File: config.mk
export PLATFORM = sky130hd
export DESIGN_NAME = countdown_timer
export DESIGN_NICKNAME = d
export VERILOG_FILES = /design/src/rtl/countdown_timer_pkg.sv /design/src/rtl/countdown_timer_tick_prescaler.sv /design/src/rtl/countdown_timer.sv
export SDC_FILE = /design/constraint.sdc
export NUM_CORES = 1
export LEC_CHECK = 0
export ABC_AREA = 1
export CORE_MARGIN = 2
export CORE_UTILIZATION = 44
export CTS_CLUSTER_SIZE = 8
export DETAILED_ROUTE_END_ITERATION = 8
export GPL_TIMING_DRIVEN = 0
export PLACE_DENSITY = 0.75
export SLEW_MARGIN = 20
export SYNTH_ARGS = -nofsm -noshare
export SYNTH_HDL_FRONTEND = slang
export SYNTH_SLANG_ARGS = --single-unit
File: constraint.sdc
create_clock -name clk -period 1.41 [get_ports clk]
set_input_delay 0.282 -clock clk [delete_from_list [all_inputs] [get_ports clk]]
set_output_delay 0.282 -clock clk [all_outputs]
set_load 0.02 [all_outputs]
File: src/rtl/countdown_timer_pkg.sv
// ============================================================================
// countdown_timer_pkg : shared state encoding and defaults for countdown_timer
// Revision: 1.0
// ============================================================================
`default_nettype none

package countdown_timer_pkg;

   localparam logic [1:0] ST_IDLE  = 2'd0;
   localparam logic [1:0] ST_RUN   = 2'd1;
   localparam logic [1:0] ST_PAUSE = 2'd2;
   localparam logic [1:0] ST_DONE  = 2'd3;

   localparam int DEFAULT_WIDTH    = 8;
   localparam int DEFAULT_PRESCALE = 1;

   typedef enum logic [1:0] {
      IDLE  = ST_IDLE,
      RUN   = ST_RUN,
      PAUSE = ST_PAUSE,
      DONE  = ST_DONE
   } state_t;

   function automatic logic is_busy(input state_t s);
      return (s == RUN) || (s == PAUSE);
   endfunction

endpackage

`default_nettype wire

File: src/rtl/countdown_timer_tick_prescaler.sv
// ============================================================================
// tick_prescaler : emits one tick every PRESCALE un-held cycles; phase holds
//                  while hold is high and returns to zero on clr.
// Revision: 1.0
// ============================================================================
`default_nettype none

module tick_prescaler #(
   parameter int PRESCALE = 1
) (
   input  logic clk,
   input  logic rst,
   input  logic clr,
   input  logic hold,
   output logic tick
);

   generate
      if (PRESCALE <= 1) begin : g_passthru
         // No phase state needed: every un-held cycle is a tick.
         logic unused_inputs;
         assign unused_inputs = clk ^ rst ^ clr;
         assign tick          = ~hold;
      end else begin : g_count
         localparam int            PW   = $clog2(PRESCALE);
         localparam logic [PW-1:0] LAST = PW'(PRESCALE - 1);

         logic [PW-1:0] phase;

         assign tick = ~hold && (phase == LAST);

         always_ff @(posedge clk) begin
            if (rst || clr) begin
               phase <= '0;
            end else if (!hold) begin
               phase <= tick ? '0 : phase + PW'(1);
            end
         end
      end
   endgenerate

endmodule

`default_nettype wire

File: src/rtl/countdown_timer.sv
// ============================================================================
// countdown_timer : loadable prescaled down-counter with done pulse and sticky
//                   expiry flag. Define TIMER_RELOAD_EN for periodic reload.
// Revision: 1.0
// ============================================================================
`default_nettype none

module countdown_timer
   import countdown_timer_pkg::*;
#(
   parameter int WIDTH    = DEFAULT_WIDTH,
   parameter int PRESCALE = DEFAULT_PRESCALE
) (
   input  logic             clk,
   input  logic             rst,
   input  logic             load,
   input  logic [WIDTH-1:0] load_val,
   input  logic             start,
   input  logic             pause,
   output logic [WIDTH-1:0] count,
   output logic             busy,
   output logic             done,
   output logic             expired
);

   state_t           state;
   logic [WIDTH-1:0] shadow;
   logic             tick;
   logic             hold;
   logic             last_tick;
   logic             start_empty;

   // Prescaler only advances in RUN when not being paused or reloaded.
   assign hold      = (state != RUN) || pause || load;
   assign last_tick = (count <= WIDTH'(1));

`ifdef TIMER_RELOAD_EN
   assign start_empty = (count == '0) || (shadow == '0);
`else
   assign start_empty = (count == '0);
   logic unused_shadow;
   assign unused_shadow = ^shadow;
`endif

   tick_prescaler #(
      .PRESCALE (PRESCALE)
   ) u_prescaler (
      .clk  (clk),
      .rst  (rst),
      .clr  (load),
      .hold (hold),
      .tick (tick)
   );

   always_ff @(posedge clk) begin
      if (rst) begin
         state   <= IDLE;
         count   <= '0;
         shadow  <= '0;
         busy    <= 1'b0;
         done    <= 1'b0;
         expired <= 1'b0;
      end else begin
         done <= 1'b0;
         if (load) begin
            state   <= IDLE;
            count   <= load_val;
            shadow  <= load_val;
            busy    <= 1'b0;
            expired <= 1'b0;
         end else begin
            case (state)
               IDLE: begin
                  if (start) begin
                     if (start_empty) begin
                        state   <= DONE;
                        busy    <= is_busy(DONE);
                        done    <= 1'b1;
                        expired <= 1'b1;
                     end else begin
                        state <= RUN;
                        busy  <= is_busy(RUN);
                     end
                  end
               end
               RUN: begin
                  if (pause) begin
                     state <= PAUSE;
                     busy  <= is_busy(PAUSE);
                  end else if (tick) begin
                     if (last_tick) begin
                        done    <= 1'b1;
                        expired <= 1'b1;
`ifdef TIMER_RELOAD_EN
                        if (shadow != '0) begin
                           count <= shadow;
                        end else begin
                           count <= '0;
                           state <= DONE;
                           busy  <= is_busy(DONE);
                        end
`else
                        count <= '0;
                        state <= DONE;
                        busy  <= is_busy(DONE);
`endif
                     end else begin
                        count <= count - WIDTH'(1);
                     end
                  end
               end
               PAUSE: begin
                  if (start && !pause) begin
                     state <= RUN;
                     busy  <= is_busy(RUN);
                  end
               end
               DONE: begin
                  // Terminal until load or rst; count stays at zero.
                  count <= '0;
               end
               default: begin
                  state <= IDLE;
                  busy  <= 1'b0;
               end
            endcase
         end
      end
   end

endmodule

`default_nettype wire

==> Word level (Yosys, flattened, before mapping) <==
Cells that the tools add are included.
{ "word_totals": {"register_bits": 13, "latch_bits": 0, "mem_bits_rw": 0, "rom_bits": 0, "output_inout_bits": 11, "word_cells": 65, "mem_count": 0} }
{ "classes": {"n_addsub": 1, "mul": 0, "n_div": 0, "order_cmp": 1, "eq_ne": 14, "n_shift": 0, "muxes": 31, "bitwise_logic": 0, "reduce_logical": 13} }
{ "op_table": {"columns": ["cell", "n"], "rows": [
  ["2-to-1 mux 8 bit", 4],
  ["2-to-1 mux 1 bit", 16],
  ["one-hot mux 8 bit (2 select lines)", 1],
  ["2-to-1 mux 2 bit", 6],
  ["inequality test 2 bit (second input constant)", 6],
  ["inequality test 3 bit (second input constant)", 4],
  ["less-or-equal comparator 8 x 1 -> 1 bit (second input constant)", 1],
  ["logical NOT 8 bit", 1],
  ["subtractor 8 x 1 -> 8 bit (second input constant)", 1],
  ["one-hot mux 2 bit (3 select lines)", 1],
  ["AND reduction 6 bit", 1],
  ["nonzero test 3 bit", 2],
  ["AND reduction 5 bit", 1],
  ["== test 2 bit (second input constant)", 2],
  ["one-hot mux 1 bit (2 select lines)", 2],
  ["one-hot mux 1 bit (3 select lines)", 1],
  ["AND reduction 3 bit", 1],
  ["== test 2 x 1 -> 1 bit (second input constant)", 1],
  ["logical NOT 2 bit", 1],
  ["logical OR 1 bit", 2],
  ["inequality test 2 x 1 -> 1 bit (second input constant)", 1],
  ["nonzero test 2 bit", 1],
  ["OR reduction 2 bit", 1],
  ["logical AND 1 bit", 1],
  ["logical NOT 1 bit", 1]
]} }

==> Depth between registers and ports, before layout <==
Gate-level depths: netlist of the first run.
{ "depth": {"depth_word": 7, "ltp_mapped": 12, "mapped_depth_nobuf": 12} }

==> Modules after synthesis <==
A second synthesis of the first run with hierarchy kept.
{ "unflattened": {"hier_cells": 144, "hier_area_um2": 1032.2} }
{ "by_module_without_submodules": {"columns": ["module", "n_inst", "cells_each", "area_each_um2"], "rows": [
  ["countdown_timer", 1, 143, 1028.5],
  ["tick_prescaler", 1, 1, 3.8]
]} }

==> Least setup slack after synthesis of the first run <==
Ideal clock, no wire load.
{ "synth_path": {"path_type": "flip-flop to flip-flop", "from": "reg count[0]", "to": "reg state[0]", "setup_time_ps": 109, "t_arrival_ps": 1391, "path_slack_ps": -90, "stages_incl_launch_ff": 11, "period_less_slack_ps": 1500, "cell_sequence": "dfxtp_1 inv_1 ha_1 nor2_2 nor2_4 nand3_4 nor2_1 nor2_1 nand2_1 nand2_1 inv_1"} }
{ "synth_via": {"elab_chain_len": 3} }
{ "synth_lines": {"columns": ["item", "line", "text"], "rows": [
  ["start, declared", "countdown_timer.sv:20", "output logic [WIDTH-1:0] count,"],
  ["start signal, assigned", "countdown_timer.sv:67", "count <= load_val;"],
  ["start signal, assigned", "countdown_timer.sv:108", "count <= count - WIDTH'(1);"],
  ["less-or-equal comparator 8 x 1 -> 1 bit", "countdown_timer.sv:35", "assign last_tick = (count <= WIDTH'(1));"],
  ["inequality test 3 bit (no source line)", null, null],
  ["AND reduction 5 bit (no source line)", null, null],
  ["end signal, assigned", "countdown_timer.sv:57", "state <= IDLE;"],
  ["end signal, assigned", "countdown_timer.sv:66", "state <= IDLE;"],
  ["end signal, assigned", "countdown_timer.sv:76", "state <= DONE;"],
  ["end, declared", "countdown_timer.sv:26", "state_t state;"]
]} }
No other way between the ends.
A chain may end at the register's enable or synchronous reset.

==> Worst setup path in the final report of the first run <==
{ "layout_path": {"from": "reg count[5]", "to": "out count[5]"} }
No word-level cell between the ends.

==> results of run 1 <==
[metal layers]
layer	GRT usage [%]	vias to the layer above	part of all wire, %	wire, um
met5	0	-	0	0
met4	7.89	0	2.2	54
met3	1.72	7	3.7	90
met2	38.0	21	50	1230
met1	22.5	460	44	1060
li1	-	528	-	-
[through the flow]
stage	cell area (um^2)	hold WS [ns]	setup TNS (ns)	setup WS (ns)	total power, mW
final	1440	0.476	0	0.0573	1.35
after detailed placement	1270	0.467	-2.50	-0.260	1.03
after floorplan	1000	0.443	0	0.00987	0.857
after global placement	1270	0.464	-2.19	-0.196	1.01
after CTS	1330	0.481	-0.0191	-0.0191	1.29
after global routing	1440	0.530	-0.0507	-0.0364	1.44
[synth_stat cells]
master | n | area [um^2]
sky130_fd_sc_hd__nor2_2 | 3 | 18.8
sky130_fd_sc_hd__o211ai_1 | 1 | 7.51
sky130_fd_sc_hd__a22oi_1 | 1 | 7.51
sky130_fd_sc_hd__a21oi_4 | 1 | 16.3
sky130_fd_sc_hd__mux2i_1 | 1 | 10.0
sky130_fd_sc_hd__ha_1 | 7 | 87.6
sky130_fd_sc_hd__or2_1 | 1 | 6.26
sky130_fd_sc_hd__nand3_1 | 10 | 50.1
sky130_fd_sc_hd__inv_2 | 8 | 30.0
sky130_fd_sc_hd__nor2_1 | 12 | 45.0
sky130_fd_sc_hd__buf_6 | 1 | 11.3
sky130_fd_sc_hd__nand2_1 | 25 | 93.8
sky130_fd_sc_hd__xor2_1 | 3 | 26.3
sky130_fd_sc_hd__nand3_4 | 2 | 35.0
sky130_fd_sc_hd__nand3_2 | 1 | 10.0
sky130_fd_sc_hd__o21ai_2 | 1 | 8.76
sky130_fd_sc_hd__o21ai_0 | 8 | 40.0
sky130_fd_sc_hd__nand2_2 | 5 | 31.3
sky130_fd_sc_hd__a21oi_1 | 19 | 95.1
sky130_fd_sc_hd__o21ai_1 | 1 | 5.00
sky130_fd_sc_hd__nand4_1 | 1 | 6.26
sky130_fd_sc_hd__inv_1 | 20 | 75.1
sky130_fd_sc_hd__dfxtp_1 | 13 | 260
sky130_fd_sc_hd__nor2_4 | 2 | 22.5
[kinds of logic after synthesis]
| logic type | share of synthesized area (%) |
|---|---|
| AND/OR/NAND/NOR | 31.9 |
| buffers and inverters | 11.6 |
| adder cells (fa/ha/maj) | 8.76 |
| XOR/XNOR | 2.63 |
| multiplexers | 1.00 |
| flip-flops | 26.0 |
| AO/OA/AOI/OAI | 18.0 |
[power groups by stage]
stage / Combinational (mW) / Sequential, mW / Clock [mW]
after global placement: 0.560 / 0.452 / 0
after global routing: 0.707 / 0.466 / 0.271
final: 0.644 / 0.459 / 0.242
after detailed placement: 0.574 / 0.454 / 0
after CTS: 0.591 / 0.450 / 0.250
after floorplan: 0.370 / 0.488 / 0
[worst paths after layout]
| check | start | endpoint | slack [ns] | cells past startpoint |
|---|---|---|---|---|
| setup / recovery | count[5] | count[5] | 0.06 | 1 |
| hold / removal | expired | expired | 0.48 | 2 |
| setup reg to reg | state[0] | count[7] | 0.06 | 5 |
| hold reg to reg | expired | expired | 0.48 | 2 |
[area by class of cell]
type | instances | area [um^2]
multi-input combinational | 105 | 756
fill | 210 | 727
buffer | 1 | 11.3
clock buffer | 4 | 26.3
inverter | 28 | 118
tap | 28 | 35.0
timing repair buffer | 24 | 224
sequential | 13 | 273
[sequential cells by signal, indices dropped and copies added (netlist names)]
name	count
busy	1
count	8
done	1
expired	1
state	2
[repair_timing]
item	CTS	global route
resized for setup	28	27
setup endpoints to repair	22	13
buffers inserted	0	1
pin swaps	2	11
==> results.md, run 1 <==
| Result | Value | Unit |
|---|---|---|
| Outcome | finished clean | - |
| Final design utilization | 66.5 | % |
| Buffers plus inverters on the worst setup path | 1 | - |
| Antenna diode instance count | 0 | - |
| Unrepaired setup endpoints after global routing | yes | - |
| WS Path Type | reg -> out | - |
| Clock tree from TritonCTS | yes | - |
| Yosys reg bits | 13 | - |
| Boundary pin count | 24 | - |
| Overall overflow remaining after global route | 0 | - |
| Worst Setup End Kind | output pin | - |
| ANT nets after route | 0 | - |
| Synth Warn # | 0 | - |
| Required time of the worst setup path | 1.13 | ns |
| Dpl hpwl | 1.79 | mm |
| Number of max-slew violations in the final report | 0 | - |
| Wire length per cell after detailed routing | 12.0 | um |
| Power Internal | 0.784 | mW |
| Net count of the mapped netlist | 167 | - |
| Cells traversed along the worst timing path | dlygate4sd2_1 | - |
| Number of antenna violations at the first check in global routing | 0 | - |
| Total instance count after detailed placement | 198 | - |
| Core Area | 0.00217 | mm^2 |
| Seq/Total Area, Yosys | 26.0 | % |
| Initial core utilization | 46.1 | % |
| Number of placement rows | 17 | - |
| Crit Path Max Fanout | 5 | - |
| Critical path arrival | 1.07 | ns |
| Layout Cells excl Fill | 203 | - |
| CP delay by family, top | flip-flops | - |
| Switching power summed over all nets | 0.561 | mW |
| Post-cts hold buffer count | 0 | - |
| Growth of design area from synthesis to finish | 44.3 | % |
| Vias | 1016 | - |
| Fraction of power consumed by sequential logic | 34.1 | % |
| Number of setup violations in the final report | 0 | - |
| Count of port buffers added during placement | 23 | - |
| Routed Wire Length | 2.43 | mm |
| Slew @ Worst Pin | 0.280 | ns |
| Routed vias/inst | 5.00 | - |
| Fin crit period | 1.35 | ns |
| Highest attainable clock frequency | 739 | MHz |
| Vertical die dimension | 51.7 | um |
| Number of remaining DRC errors | 0 | - |
| GP Congestion | 0.818 | - |
| Slew HR | 81.3 | % |
| GR Util All Layers | 19.9 | % |
| Post-synthesis average cell area | 6.80 | um^2 |
| Final hold vios | 0 | - |
| First-pass GRT wire length | 4.06 | mm |
| Kind of launch point of the worst setup path | flop | - |
| Via count of the first global-routing pass | 990 | - |
| Clock Latency Late Sink | 0.28 | ns |
| Depth of the CTS H-tree | 1 | - |
| Lkg Pwr | 0.651 | nW |
| Power per cell area | 933 | mW/mm^2 |
| Maximum vdd drop | 0.000698 | V |
| Die width | 51.7 | um |
| Cell at the slowest stage of the critical path | sky130_fd_sc_hd__dfxtp_1 | - |
| Detailed Route Iter0 Violations | 13 | - |
| Part of the total power dissipated in combinational logic | 47.9 | % |
| Proportion of layout cells with a drive suffix above 1 | 31.4 | % |
| Final Cycle Share | 95.9 | % |
| Maximum Capacitance Violations | 0 | - |
| Clock power share | 18.0 | % |
| Most common library cell in the layout ignoring fill and taps | sky130_fd_sc_hd__nand2_1 | - |
| Switching share of power | 41.7 | % |
| Clock Path Buffers | 2 | - |
| Cell area after technology mapping | 1000 | um^2 |
| Cell at the root of the clock tree | sky130_fd_sc_hd__clkbuf_4 | - |
| Clock input transition at the sequential cells of the worst setup and hold paths | 0.08 | ns |
| Number of buffers created by CTS | 3 | - |
| Number of iterations in the first detailed-routing pass | 4 | - |
| Post-Route Skew | 0.00144 | ns |
| Post-layout net count | 196 | - |
| Pin count of the biggest net entering global routing | 11 | - |
| Clock tree sinks | 13 | - |
| Maximum single-stage delay on the critical path | 0.43 | ns |
| Synth Instances | 147 | - |
| Most frequent cells in the layout | sky130_fd_sc_hd__nand2_1, sky130_fd_sc_hd__a21oi_1, sky130_fd_sc_hd__inv_1, sky130_fd_sc_hd__clkdlybuf4s50_1, sky130_fd_sc_hd__dlygate4sd2_1 | - |
| Number of library cell types mapped by synthesis | 24 | - |
| Class of the tightest hold or removal check | reg -> reg | - |
| Area of the die | 0.00267 | mm^2 |
(Power assumes the default switching activity.)
==> run 2, diff against run 1 <==
--- a/config.mk
+++ b/config.mk
@@ -6,8 +6,10 @@
 export NUM_CORES = 1
 export LEC_CHECK = 0
 export ABC_AREA = 1
+export CAP_MARGIN = 20
 export CORE_MARGIN = 2
 export CORE_UTILIZATION = 44
+export CTS_CLUSTER_DIAMETER = 200
 export CTS_CLUSTER_SIZE = 8
 export DETAILED_ROUTE_END_ITERATION = 8
 export GPL_TIMING_DRIVEN = 0
==> results of run 2 <==
No change in the layout: final DEF, timing and power equal those of run 1.
